===== config.mk =====
export PLATFORM = sky130hd
export DESIGN_NAME = axi_txn_sched
export DESIGN_NICKNAME = d
export VERILOG_FILES = /design/src/rtl/axi_sched_pkg.sv /design/src/rtl/axi_sched_arb.sv /design/src/rtl/axi_txn_sched.sv
export SDC_FILE = /design/constraint.sdc
export NUM_CORES = 1
export LEC_CHECK = 0
export CORE_AREA = 5 5 155 157
export CTS_BUF_LIST = sky130_fd_sc_hd__clkbuf_8
export DETAILED_ROUTE_END_ITERATION = 8
export DIE_AREA = 0 0 160 162
export PLACE_DENSITY_LB_ADDON = 0.05
export SLEW_MARGIN = 20
export SYNTH_ARGS = -nofsm -noshare
export SYNTH_HDL_FRONTEND = slang
export SYNTH_SLANG_ARGS = --single-unit

===== constraint.sdc =====
create_clock -name ACLK -period 1.6 [get_ports ACLK]
set_input_delay 0.32 -clock ACLK [delete_from_list [all_inputs] [get_ports ACLK]]
set_output_delay 0.32 -clock ACLK [all_outputs]
set_load 0.05 [all_outputs]

===== src/rtl/axi_sched_pkg.sv =====
// axi_sched_pkg: shared state encoding, channel bit positions and response
// codes for the AXI transaction scheduler.
package axi_sched_pkg;

    // Scheduler states; each channel state owns exactly one tx_en bit
    typedef enum logic [2:0] {
        IDLE  = 3'd0,
        WR_AW = 3'd1,
        WR_W  = 3'd2,
        WR_B  = 3'd3,
        RD_AR = 3'd4,
        RD_R  = 3'd5
    } SchedState;

    localparam int CH_AW = 4;
    localparam int CH_W  = 3;
    localparam int CH_B  = 2;
    localparam int CH_AR = 1;
    localparam int CH_R  = 0;

    localparam logic [1:0] OKAY   = 2'b00;
    localparam logic [1:0] SLVERR = 2'b10;

endpackage


===== src/rtl/axi_sched_arb.sv =====
// axi_sched_arb: two-way round-robin grant between write and read requests.
// A tie goes to whichever type was not captured last; after reset that is write.
module axi_sched_arb (
    input  logic clk,
    input  logic rst_n,
    input  logic i_wrReq,
    input  logic i_rdReq,
    input  logic i_update,
    output logic o_grantWr,
    output logic o_grantRd
);

    logic r_lastWr;

    // Grant write unless read is also asking and write was served last
    always_comb begin
        o_grantWr = i_wrReq && (!i_rdReq || !r_lastWr);
        o_grantRd = i_rdReq && !o_grantWr;
    end

    // Remember the type of each capture; reset records "read" so write leads
    always_ff @(posedge clk or negedge rst_n) begin
        if (!rst_n) begin
            r_lastWr <= 1'b0;
        end else if (i_update) begin
            r_lastWr <= o_grantWr;
        end
    end

endmodule


===== src/rtl/axi_txn_sched.sv =====
// axi_txn_sched: sequences one AXI write (AW, W, B) or read (AR, R) at a time.
// Optional watchdog: define AXI_TXN_SCHED_TIMEOUT_EN to abort a channel state
// that waits TIMEOUT_CYC cycles for its completion flag.
module axi_txn_sched
    import axi_sched_pkg::*;
#(
    parameter int ADDR_W      = 32,
    parameter int DATA_W      = 64,
    parameter int TIMEOUT_CYC = 255
) (
    input  logic              ACLK,
    input  logic              ARESETn,
    input  logic              wr_req,
    input  logic [ADDR_W-1:0] wr_addr,
    input  logic [DATA_W-1:0] wr_data,
    input  logic              rd_req,
    input  logic [ADDR_W-1:0] rd_addr,
    output logic              wr_ack,
    output logic              rd_ack,
    output logic [4:0]        tx_en,
    output logic [ADDR_W-1:0] mgr_tx_AW,
    output logic [ADDR_W-1:0] mgr_tx_AR,
    output logic [DATA_W-1:0] mgr_tx_W,
    input  logic [4:0]        mgr_new_data,
    input  logic [1:0]        mgr_bresp,
    input  logic [1:0]        mgr_rresp,
    input  logic [DATA_W-1:0] mgr_rx_R,
    output logic              wr_done,
    output logic              rd_done,
    output logic [1:0]        resp,
    output logic [DATA_W-1:0] rd_data,
    output logic              busy,
    output logic              timeout_err
);

    SchedState r_state;
    SchedState w_nextState;
    logic      w_grantWr;
    logic      w_grantRd;
    logic      w_capWr;
    logic      w_capRd;
    logic      w_wrDone;
    logic      w_rdDone;
    logic      w_timeoutHit;
    logic      w_timeout;

    axi_sched_arb u_arb (
        .clk       (ACLK),
        .rst_n     (ARESETn),
        .i_wrReq   (wr_req),
        .i_rdReq   (rd_req),
        .i_update  (w_capWr || w_capRd),
        .o_grantWr (w_grantWr),
        .o_grantRd (w_grantRd)
    );

`ifdef AXI_TXN_SCHED_TIMEOUT_EN
    logic [7:0] r_timer;

    // Count cycles spent in the current channel state; any state change restarts it
    always_ff @(posedge ACLK or negedge ARESETn) begin
        if (!ARESETn) begin
            r_timer <= 8'd0;
        end else if (r_state == IDLE || r_state != w_nextState) begin
            r_timer <= 8'd0;
        end else begin
            r_timer <= r_timer + 8'd1;
        end
    end

    assign w_timeout = (r_state != IDLE) && (r_timer == 8'(TIMEOUT_CYC - 1));
`else
    // Watchdog compiled out: channel states wait for their flag indefinitely
    assign w_timeout = 1'b0 && (TIMEOUT_CYC != 0);
`endif

    // State register
    always_ff @(posedge ACLK or negedge ARESETn) begin
        if (!ARESETn) begin
            r_state <= IDLE;
        end else begin
            r_state <= w_nextState;
        end
    end

    // Next state plus capture/completion strobes; only the current channel's flag matters
    always_comb begin
        w_nextState  = r_state;
        w_capWr      = 1'b0;
        w_capRd      = 1'b0;
        w_wrDone     = 1'b0;
        w_rdDone     = 1'b0;
        w_timeoutHit = 1'b0;
        case (r_state)
            IDLE: begin
                if (w_grantWr) begin
                    w_nextState = WR_AW;
                    w_capWr     = 1'b1;
                end else if (w_grantRd) begin
                    w_nextState = RD_AR;
                    w_capRd     = 1'b1;
                end
            end
            WR_AW: begin
                if (mgr_new_data[CH_AW]) begin
                    w_nextState = WR_W;
                end else if (w_timeout) begin
                    w_nextState  = IDLE;
                    w_timeoutHit = 1'b1;
                end
            end
            WR_W: begin
                if (mgr_new_data[CH_W]) begin
                    w_nextState = WR_B;
                end else if (w_timeout) begin
                    w_nextState  = IDLE;
                    w_timeoutHit = 1'b1;
                end
            end
            WR_B: begin
                if (mgr_new_data[CH_B]) begin
                    w_nextState = IDLE;
                    w_wrDone    = 1'b1;
                end else if (w_timeout) begin
                    w_nextState  = IDLE;
                    w_timeoutHit = 1'b1;
                end
            end
            RD_AR: begin
                if (mgr_new_data[CH_AR]) begin
                    w_nextState = RD_R;
                end else if (w_timeout) begin
                    w_nextState  = IDLE;
                    w_timeoutHit = 1'b1;
                end
            end
            RD_R: begin
                if (mgr_new_data[CH_R]) begin
                    w_nextState = IDLE;
                    w_rdDone    = 1'b1;
                end else if (w_timeout) begin
                    w_nextState  = IDLE;
                    w_timeoutHit = 1'b1;
                end
            end
            default: begin
                w_nextState = IDLE;
            end
        endcase
    end

    // Channel enables decode the state register only, so no input reaches tx_en
    always_comb begin
        tx_en = 5'b00000;
        case (r_state)
            WR_AW:   tx_en[CH_AW] = 1'b1;
            WR_W:    tx_en[CH_W]  = 1'b1;
            WR_B:    tx_en[CH_B]  = 1'b1;
            RD_AR:   tx_en[CH_AR] = 1'b1;
            RD_R:    tx_en[CH_R]  = 1'b1;
            default: tx_en = 5'b00000;
        endcase
    end

    assign busy = (r_state != IDLE);

    // Registered handshakes, captured payloads and completion results
    always_ff @(posedge ACLK or negedge ARESETn) begin
        if (!ARESETn) begin
            wr_ack      <= 1'b0;
            rd_ack      <= 1'b0;
            wr_done     <= 1'b0;
            rd_done     <= 1'b0;
            timeout_err <= 1'b0;
            resp        <= OKAY;
            rd_data     <= '0;
            mgr_tx_AW   <= '0;
            mgr_tx_AR   <= '0;
            mgr_tx_W    <= '0;
        end else begin
            wr_ack      <= w_capWr;
            rd_ack      <= w_capRd;
            wr_done     <= w_wrDone;
            rd_done     <= w_rdDone;
            timeout_err <= w_timeoutHit;
            if (w_capWr) begin
                mgr_tx_AW <= wr_addr;
                mgr_tx_W  <= wr_data;
            end
            if (w_capRd) begin
                mgr_tx_AR <= rd_addr;
            end
            if (w_wrDone) begin
                resp <= mgr_bresp;
            end else if (w_rdDone) begin
                resp    <= mgr_rresp;
                rd_data <= mgr_rx_R;
            end else if (w_timeoutHit) begin
                resp <= SLVERR;
            end
        end
    end

endmodule

======== After elaboration in Yosys (flattened, before gate mapping) ========
Cells that the tools add are included.
cells by class
  eq/ne operators ......................... 11
  reduce and logical (&&, ||, !) cells .... 12
  muxes and demuxes ....................... 24
  bitwise logic cells ..................... 1
operators with widths
  kind                number
  $mux 3              7
  $pmux 3 s6          1
  $mux 1              14
  $ne 2x2->1 const B  5
  $eq 3x2->1 const B  2
  $eq 3x3->1 const B  2
  $reduce_and 6->1    1
  $mux 2              2
  $eq 3x1->1 const B  1
  $logic_not 1->1     3
  $logic_not 3->1     1
  $ne 3x1->1 const B  1
  $reduce_bool 3->1   1
  $logic_and 1x1->1   2
  $logic_or 1x1->1    2
  $reduce_and 2->1    1
  $reduce_bool 2->1   1
  $not 1->1           1
storage, ports and cells
  logic and storage cells ................. 59
  register bits after elaboration ......... 202

======== Longest topological paths before layout ========
Gate-level depths: netlist of the first run.
  depth in word-level cells ............... 9
  mapped depth ............................ 7

======== By module ========
A second synthesis of the first run with hierarchy kept.
second synthesis, totals
  cell total of the unflattened synthesis .. 468
  area, all modules ....................... 7,827.5 µm²
modules (own cells, without submodules)
  module         cells an instance  seq. area each (µm²)  instances  area each (µm²)
  axi_txn_sched  463                5,029.8               1          7,764.9
  axi_sched_arb  5                  25.0                  1          62.6

======== Least setup slack after synthesis of the first run ========
No wires, ideal clock.
  path kind ............................... flip-flop to output port
  start point ............................. register r_state[1]
  end point ............................... output port tx_en[3]
  data arrival time ....................... 1.889 ns
  path slack .............................. -0.609 ns
  cell stages (with the launch flop) ...... 3
  data required time ...................... 1.280 ns
  path through ............................ dfrtp_1 -> clkbuf_1 -> nor3b_1
on the way
  longest elaborated chain between the ends .. 2
ends and longest elaborated chain
  item                      line                  text
  start: declaration        axi_txn_sched.sv:36   SchedState r_state;
  start signal: assignment  axi_txn_sched.sv:82   r_state <= w_nextState;
  $eq 3x2->1                axi_txn_sched.sv:155  case (r_state)
  $mux 1                    axi_txn_sched.sv:155
  end: declaration          axi_txn_sched.sv:20   output logic [4:0] tx_en,
Every way passes these cells.

======== Final worst setup path of the first run ========
  start point ............................. register r_state[0]
  end point ............................... output port tx_en[0]
on the way
  longest elaborated chain between the ends .. 2
ends and longest elaborated chain
  item        line
  $eq 3x3->1  axi_txn_sched.sv:155
  $mux 1      axi_txn_sched.sv:155
Every way passes these cells.

==> reports/metrics.csv, run 1 <==
metric;value;unit
first-pass GRT wire length;38.9;mm
IO Port Bufs;408;
dpl ws;-325;ps
crit share post-route;1.19;
Max Fanout on Critical Path;6;
gp weighted congestion;0.753;
sequential-to-total area share from yosys stat;0.655;
CP Class;register to output pin;
Post-synth EDFFs;0;
Worst R2R Setup Slack;-220;ps
DP Area;12000;um2
Clock Latency Late Sink;520;ps
Yosys reg bits;202;
final core utilization;0.619;
CP delay by family, top;flip-flops;
number of global-route vias before repair;6652;
critical path cell sequence;buf_12, buf_8, nor2b_4, and2_4, buf_12;
CTS Buf Count;37;
failing checks;negative setup slack;
# rows;55;
Total GRT Usage;0.192;
startpoint types;register;
maxcap violations;0;
Die Wd;160;um
Setup-failing EPs final;193;
largest net degree at the start of global routing;47;
initial antenna violation count;0;
nets@finish;1170;
final hold violations;0;
Post-DP HPWL;18.8;mm
Initial Util;0.345;
Post-synth top cells;dfrtp_1 (202), mux2_2 (172), buf_2 (16), mux2_4 (16);
library cells used by synthesis;29;
count leader, synth;dfrtp_1;
max-slew violation count;0;
io pins;410;
Clock Sinks;202;
post-synthesis cell area;7720;um2
core footprint;22400;um2
# DRC;0;
worst setup margin;-310;ps
CTS H-Tree Depth;2;
Routed Antenna Nets;0;
Simple-Gate Fraction of Synth Area;0.0203;
leakage power;0.00646;uW
Die Area;25900;um2
TritonRoute pass-1 iters;4;
CTS tree;yes;
Post-Synth Adder-Cell Area;0;
Logic pwr share;0.617;
Crit path largest cell delay;420;ps
Compound-Gate Fraction of Synth Area;0.00908;
XOR/XNOR Fraction of Synth Area;0;
Pint;19200;uW
FFs w/ async S/R, synth;1.00;
sequential share of power;0.256;
Via density;4.64;
share of layout cells above drive strength 1;0.554;
grt ovf;0;
switching pwr;16800;uW
Clock Power Share;0.126;
Post-Layout Inst Area;13900;um2
Power Total;36000;uW
skew final;16.5;ps
PwrDens;2600;nW/um2
unrepaired setup endpoints after global routing;true;
Clock Path Buffers;3;
slowest stage cell on the critical path;dfrtp_2;
CTS clk-pin slew, worst paths;60;ps
DRT Wirelength;27.0;mm
top cell type's share of synthesized area;0.655;
Avg Cell Area, Syn;16.6;um2
die span in y;162;um
Buf/Inv on CP;3;
cell accounting for the most synthesized area;dfrtp_1;
crit-path most repeated cell;buf_12;
Synth area leaders;dfrtp_1 (65%), mux2_2 (25%), mux2_4 (3.1%);
area grow syn2layout;79.5;%
status;finished with violations;
Syn Nets;670;
Critical Path Sink Type;output pin;
First DRT Iteration DRCs;168;
via count;5890;
mux contribution to synthesized area;0.291;
max frequency;523;MHz
Net Sw Frac;0.467;
worst hold slack;317;ps
Hold Path Class;primary input to async pin;
VDD IR max;1.81;mV
Most used DFF post-synth;dfrtp_1;
Yosys Warn Count;0;
Syn Inst Count;465;
Worst EP arrival;1590;ps
Worst EP required;1280;ps
CTS root buf;clkbuf_8;
largest family of logic cells by synthesized area;multiplexers;
fin crit period;1910;ps
WL/cell;21.3;um
Diodes inserted;0;
layout make-up:
| type | count | area [um2] |
|---|---|---|
| clock inverter | 13 | 57.6 |
| tap | 285 | 357 |
| clock buffer | 45 | 619 |
| inverter | 7 | 26.3 |
| sequential | 202 | 5060 |
| fill | 1736 | 8510 |
| timing repair buffer | 485 | 4930 |
| multi-input combinational | 232 | 2810 |
what timing repair did:
item | 4_1_cts | 5_1_grt
resized for setup | 42 | 70
setup buffers | 17 | 13
cloned | 12 | 13
pin swaps | 8 | 6
endpoints found under the hold margin | 34 | 0
hold buffers | 1 | 0
endpoints found under the setup margin | 56 | 193
power groups by stage:
stage	clock, uW	combinational, uW	sequential (uW)
finish	4550	22200	9220
global route	4980	23000	9550
CTS	4720	21400	9200
detailed placement	0	19900	9250
global placement	0	19700	9120
floorplan	0	4190	18000
kinds of logic after synthesis:
family | count (synthesis)
buf+inv | 32
flops | 202
other cells | 1
compound gates | 10
simple gates | 26
mux | 194
layout by cell type, fill, tap and decap left out, types with 2 or more instances in the layout:
master / n
buf_4: 217
clkdlybuf4s50_1: 203
dfrtp_1: 199
mux2_2: 124
mux2_4: 70
clkbuf_8: 46
buf_12: 24
inv_1: 15
buf_6: 13
buf_16: 10
clkbuf_16: 10
nand2_1: 6
buf_8: 6
nor3_4: 3
nor3_1: 3
dfrtp_2: 3
nand2_8: 2
inv_2: 2
and2_4: 2
a22oi_2: 2
nor2_1: 2
a21oi_1: 2
clkinvlp_4: 2
state kept, by name, summed over array words and instances, names as in the netlist:
register	flops
wr_done	1
wr_ack	1
mgr_tx_AW	32
u_arb.r_lastWr	1
mgr_tx_W	64
rd_done	1
r_state	3
rd_ack	1
rd_data	64
mgr_tx_AR	32
resp	2
per-layer routing:
metal,track usage,up-vias,part of all wire
li1,-,2640,-
met1,0.203,2940,0.35
met2,0.349,263,0.53
met3,0.0797,47,0.094
met4,0.0602,0,0.025
met5,0,-,0
through the flow:
| stage | std cells | TNS (ps) |
|---|---|---|
| 2_1_floorplan | 465 | -25.8 |
| 3_3_place_gp | 1161 | -44390 |
| 3_5_place_dp | 1161 | -49360 |
| 4_1_cts | 1248 | -33950 |
| 5_1_grt | 1269 | -35220 |
| 6_report | 1269 | -24360 |
worst register-to-register path: cells and delay by family, from the launching register on:
kind	cells	cell delay, ps
AO/OA/AOI/OAI	1	100
buffers and inverters	2	250
flip-flops	1	420
multiplexers	2	610
AND/OR/NAND/NOR	1	340
final timing paths:
check,start,to,cells after the start
worst max-delay path,r_state[0]$_DFFE_PN0P_,tx_en[0],5
worst min-delay path,ARESETn,mgr_tx_W[47]$_DFFE_PN0P_,2
worst max register to register,r_state[0]$_DFFE_PN0P_,r_state[0]$_DFFE_PN0P_,6
worst min register to register,resp[0]$_DFFE_PN0P_,resp[0]$_DFFE_PN0P_,2
max in group asynchronous,ARESETn,rd_data[58]$_DFFE_PN0P_,3
min in group ACLK,wr_data[30],mgr_tx_W[30]$_DFFE_PN0P_,2
Note: power is estimated with default switching activity, not from simulation.
==> run 2, diff against run 1 <==
- ABC_AREA: not set -> 1
- CORE_AREA: 5 5 155 157 -> 5 5 156 158
- DIE_AREA: 0 0 160 162 -> 0 0 161 163
==> reports/metrics.csv, run 2 <==
metric;value;unit
status;finished with violations;
failing checks;negative setup slack;
count leader, synth;nand2_1;
Regs by FF count;mgr_tx_W x64, rd_data x64;
most frequent cells in the layout;nand2_1 (511), buf_4 (212), clkdlybuf4s50_1 (203);
Clock Sinks;202;
top cell type's share of synthesized area;0.652;
number of global-route vias before repair;7376;
worst hold slack;302;ps
post-synthesis cell area;7760;um2
FFs w/ async S/R, synth;1.00;
Yosys Warn Count;0;
Synth area leaders;dfrtp_1 (65%), nand2_1 (29%), buf_2 (1.5%);
# rows;56;
slowest stage cell on the critical path;dfrtp_2;
Post-synth top cells;nand2_1 (600), dfrtp_1 (202), buf_2 (23), clkbuf_1 (12), inv_1 (12);
library cells used by synthesis;18;
CTS tree;yes;
TritonRoute pass-1 iters;4;
share of layout cells above drive strength 1;0.311;
via count;7334;
Routed Antenna Nets;0;
critical path cell sequence;buf_6, nor2_4, nand2_2, inv_2, buf_12;
Setup-failing EPs final;32;
max frequency;556;MHz
Avg Cell Area, Syn;8.75;um2
leakage power;0.00730;uW
Die Area;26200;um2
CTS root buf;clkbuf_8;
Total GRT Usage;0.202;
First DRT Iteration DRCs;387;
maxcap violations;0;
area grow syn2layout;75.9;%
worst setup margin;-200;ps
Post-DP HPWL;20.0;mm
max-slew violation count;0;
DRT Wirelength;28.4;mm
# DRC;0;
Die Wd;161;um
WL/cell;17.0;um
Post-synth EDFFs;0;
startpoint types;register;
Critical Path Sink Type;output pin;
core footprint;23000;um2
Yosys reg bits;202;
IO Port Bufs;408;
skew final;20.1;ps
Most used DFF post-synth;dfrtp_1;
cell accounting for the most synthesized area;dfrtp_1;
largest net degree at the start of global routing;42;
gp weighted congestion;0.801;
Crit path largest cell delay;440;ps
Worst EP arrival;1480;ps
Clock Latency Late Sink;510;ps
Initial Util;0.338;
CP Class;register to output pin;
Worst EP required;1280;ps
Syn Inst Count;887;
die span in y;163;um
CTS clk-pin slew, worst paths;60;ps
fin crit period;1800;ps
Via density;4.39;
unrepaired setup endpoints after global routing;true;
first-pass GRT wire length;41.9;mm
Cell Count, Final, Fillers Out;1670;
number of cells after detailed placement;1576;
final hold violations;0;
Hold Path Class;primary input to async pin;
Syn Nets;1092;
nets@finish;1560;
crit share post-route;1.13;
CTS H-Tree Depth;2;
final core utilization;0.594;
sequential-to-total area share from yosys stat;0.652;
Max Fanout on Critical Path;5;
initial antenna violation count;2;
grt ovf;0;
CTS Buf Count;36;
commonest non-fill, non-tap cell in the layout;nand2_1;
Clock Path Buffers;3;
VDD IR max;1.26;mV
io pins;410;
PwrDens;2380;nW/um2
==> run 2: cell count changes after synthesis, sizes merged, moves of 5 or more <==
cell    before  now
nand3        1    8
mux2       194    0
clkbuf       1   12
inv          7   17
buf         24   30
nand2        8  601
nor3         6    1
==> run 2: timing repair <==
item,CTS,global route
pin swaps,5,70
buffers inserted,11,9
gates resized for setup,14,129
setup endpoints to repair,6,116
gates cloned,0,10
hold buffers,1,0
hold endpoints to repair,32,0
==> run 2: worst paths after layout <==
| path | to | slack (ps) | depth (start not counted) | from |
|---|---|---|---|---|
| min in group ACLK | mgr_tx_AR[14]$_DFFE_PN0P_ | 350 | 3 | rd_addr[14] |
| hold reg to reg | mgr_tx_AR[4]$_DFFE_PN0P_ | 470 | 2 | mgr_tx_AR[4]$_DFFE_PN0P_ |
| max in group asynchronous | mgr_tx_AW[22]$_DFFE_PN0P_ | 710 | 3 | ARESETn |
| setup reg to reg | r_state[1]$_DFFE_PN0P_ | -170 | 12 | r_state[1]$_DFFE_PN0P_ |
| hold / removal | rd_data[60]$_DFFE_PN0P_ | 300 | 2 | ARESETn |
| setup / recovery | tx_en[4] | -200 | 5 | r_state[1]$_DFFE_PN0P_ |
==> run 2: worst max-delay path, delay by kind of cell (launching register included) <==
family	cells	cell delay, ps
buffers and inverters	3	340
and+or+nand+nor	2	190
DFF	1	440
==> run 2: cell families after synthesis <==
family          count (synthesis)  synth area share
flops                         202             0.652
other cells                     1          0.000483
buf+inv                        59            0.0366
simple gates                  624             0.311
compound gates                  1          0.000644
==> run 2: cell type report <==
| class | instances | area, um2 |
|---|---|---|
| diodes | 2 | 5.00 |
| inverters | 17 | 73.8 |
| clock inverters | 18 | 101 |
| clock buffers | 43 | 592 |
| fillers | 2067 | 9340 |
| multi-input cells | 626 | 2770 |
| flip-flops and latches | 202 | 5060 |
| repair buffers | 472 | 4680 |
| well taps | 290 | 363 |
==> run 2: stage by stage <==
step | power, uW | instance area, um2 | worst slack, ps | TNS, ps
after floorplan | 19800 | 7760 | 13.0 | 0
after global placement | 26500 | 12100 | -127 | -6710
after detailed placement | 26600 | 12100 | -165 | -8790
after CTS | 31700 | 12900 | -204 | -1140
after global routing | 34300 | 13600 | -264 | -6180
final | 32500 | 13600 | -200 | -1460
==> run 2: routing by layer <==
layer	share of wire	GRT usage	wire length, um
met3	0.11	0.0916	3140
met5	0	0	0
met2	0.49	0.335	13800
met4	0.023	0.0679	664
met1	0.38	0.236	10800
==> run 2: where the power goes <==
part | total [uW] | internal, uW | switching (uW)
clock | 4680 | 2590 | 2090
sequential | 8880 | 7450 | 1430
combinational | 19000 | 6270 | 12700
total | 32500 | 16300 | 16200
==> run 3, diff against run 2 <==
- CTS_CLUSTER_SIZE: not set -> 20
- REMOVE_ABC_BUFFERS: not set -> 1
==> reports/metrics.csv, run 3 (synthesis gave the netlist of run 2 again) <==
metric;value;unit
status;finished with violations;
failing checks;negative setup slack;
Initial Util;0.338;
Clock Path Buffers;3;
commonest non-fill, non-tap cell in the layout;nand2_1;
PwrDens;2380;nW/um2
TritonRoute pass-1 iters;6;
max frequency;560;MHz
io pins;410;
die span in y;163;um
CTS clk-pin slew, worst paths;60;ps
via count;7545;
hold endpoint;mgr_tx_W[15]$_DFFE_PN0P_;
Clock Sinks;202;
Die Wd;161;um
Diodes inserted;0;
Routed Antenna Nets;0;
RR Endpoint;mgr_tx_AW[26]$_DFFE_PN0P_;
CTS root buf;clkbuf_8;
worst setup margin;-185;ps
first-pass GRT wire length;41.8;mm
core footprint;23000;um2
Critical Path Sink Type;output pin;
worst hold slack;337;ps
# DRC;0;
Max Fanout on Critical Path;3;
Post-DP HPWL;20.2;mm
Post-Layout Inst Area;14200;um2
Worst EP required;1280;ps
final hold violations;0;
max-slew violation count;0;
crit share post-route;1.12;
share of layout cells above drive strength 1;0.347;
initial antenna violation count;1;
Worst EP arrival;1470;ps
Setup-failing EPs final;120;
largest net degree at the start of global routing;55;
VDD IR max;1.33;mV
Regs by FF count;mgr_tx_W x64, rd_data x64;
CTS Buf Count;36;
area grow syn2layout;83.1;%
CTS tree;yes;
Worst R2R Setup Slack;-120;ps
DRT Wirelength;30.1;mm
dpl ws;-174;ps
Total GRT Usage;0.202;
skew final;12.6;ps
Via density;4.47;
most frequent cells in the layout;nand2_1 (468), buf_4 (213), clkdlybuf4s50_1 (203);
HP Start;wr_data[15];
CTS H-Tree Depth;2;
First DRT Iteration DRCs;372;
fin crit period;1790;ps
unrepaired setup endpoints after global routing;true;
grt ovf;0;
Hold Path Cell Cnt;3;
IO Port Bufs;408;
maxcap violations;0;
r2r startpoint;r_state[0]$_DFFE_PN0P_;
DP Area;12100;um2
startpoint types;register;
worst slew pin tran;503;ps
Clock Latency Late Sink;510;ps
WL/cell;17.8;um
gp weighted congestion;0.794;
number of global-route vias before repair;7254;
leakage power;0.00755;uW
Max-slew headroom;0.664;
CP Class;register to output pin;
nets@finish;1578;
Hold Path Class;primary input to register;
# rows;56;
Die Area;26200;um2
Worst R2R Path Depth;10;
==> run 3: per-stage QoR <==
| stage | power (uW) | setup TNS [ps] | std cells | util |
|---|---|---|---|---|
| finish | 33800 | -6110 | 1689 | 0.618 |
| global route | 35500 | -15700 | 1689 | 0.618 |
| CTS | 32000 | -1020 | 1656 | 0.566 |
| detailed placement | 26500 | -10020 | 1578 | 0.526 |
| global placement | 26400 | -8480 | 1578 | 0.526 |
| floorplan | 19700 | -248880 | 845 | - |
==> run 3: repair_timing <==
| action | CTS | global route |
|---|---|---|
| setup endpoints to repair | 6 | 130 |
| hold buffers | 1 | 0 |
| buffers inserted | 13 | 12 |
| resized for setup | 12 | 200 |
| hold endpoints to repair | 43 | 0 |
| cloned | 0 | 24 |
| pin swaps | 5 | 64 |
==> run 3: worst max path at each step <==
stage	from	end	slack, ps	cells past startpoint
floorplan	r_state[0]$_DFFE_PN0P_	r_state[0]$_DFFE_PN0P_	-1520	7
detailed placement	rd_req	mgr_tx_AR[5]$_DFFE_PN0P_	-170	8
global placement	rd_req	mgr_tx_AR[11]$_DFFE_PN0P_	-160	8
finish	r_state[2]$_DFFE_PN0P_	tx_en[4]	-190	5
global route	r_state[2]$_DFFE_PN0P_	tx_en[4]	-240	5
CTS	r_state[1]$_DFFE_PN0P_	tx_en[4]	-190	5
==> run 3: routing by layer <==
metal / track usage / wire length [um] / up-vias
met5: 0 / 13 / -
met4: 0.0520 / 478 / 2
met3: 0.0818 / 2900 / 38
met2: 0.344 / 15100 / 291
met1: 0.238 / 11600 / 3570
li1: - / - / 3644
==> run 3: cell type report <==
cell class	instances	area (um2)
Clock buffer	48	661
Inverter	17	78.8
Clock inverter	16	114
Timing Repair inverter	2	22.5
Multi-Input combinational cell	626	2910
Sequential cell	202	5050
Fill cell	2026	8780
Timing Repair Buffer	488	5000
Tap cell	290	363
==> run 3: worst max-delay path, stage by stage, from the launching register on <==
cell and delay (ps):
dfrtp_1 400, buf_4 160, nor2_4 120, nand2_2 70, inv_2 70, buf_12 130
==> run 3: power by group <==
part | internal [uW] | total [uW] | leakage [uW] | switching (uW)
clock | 2990 | 5120 | 0.000447 | 2130
sequential | 7440 | 8960 | 0.00254 | 1520
combinational | 6750 | 19800 | 0.00457 | 13000
total | 17200 | 33800 | 0.00755 | 16700
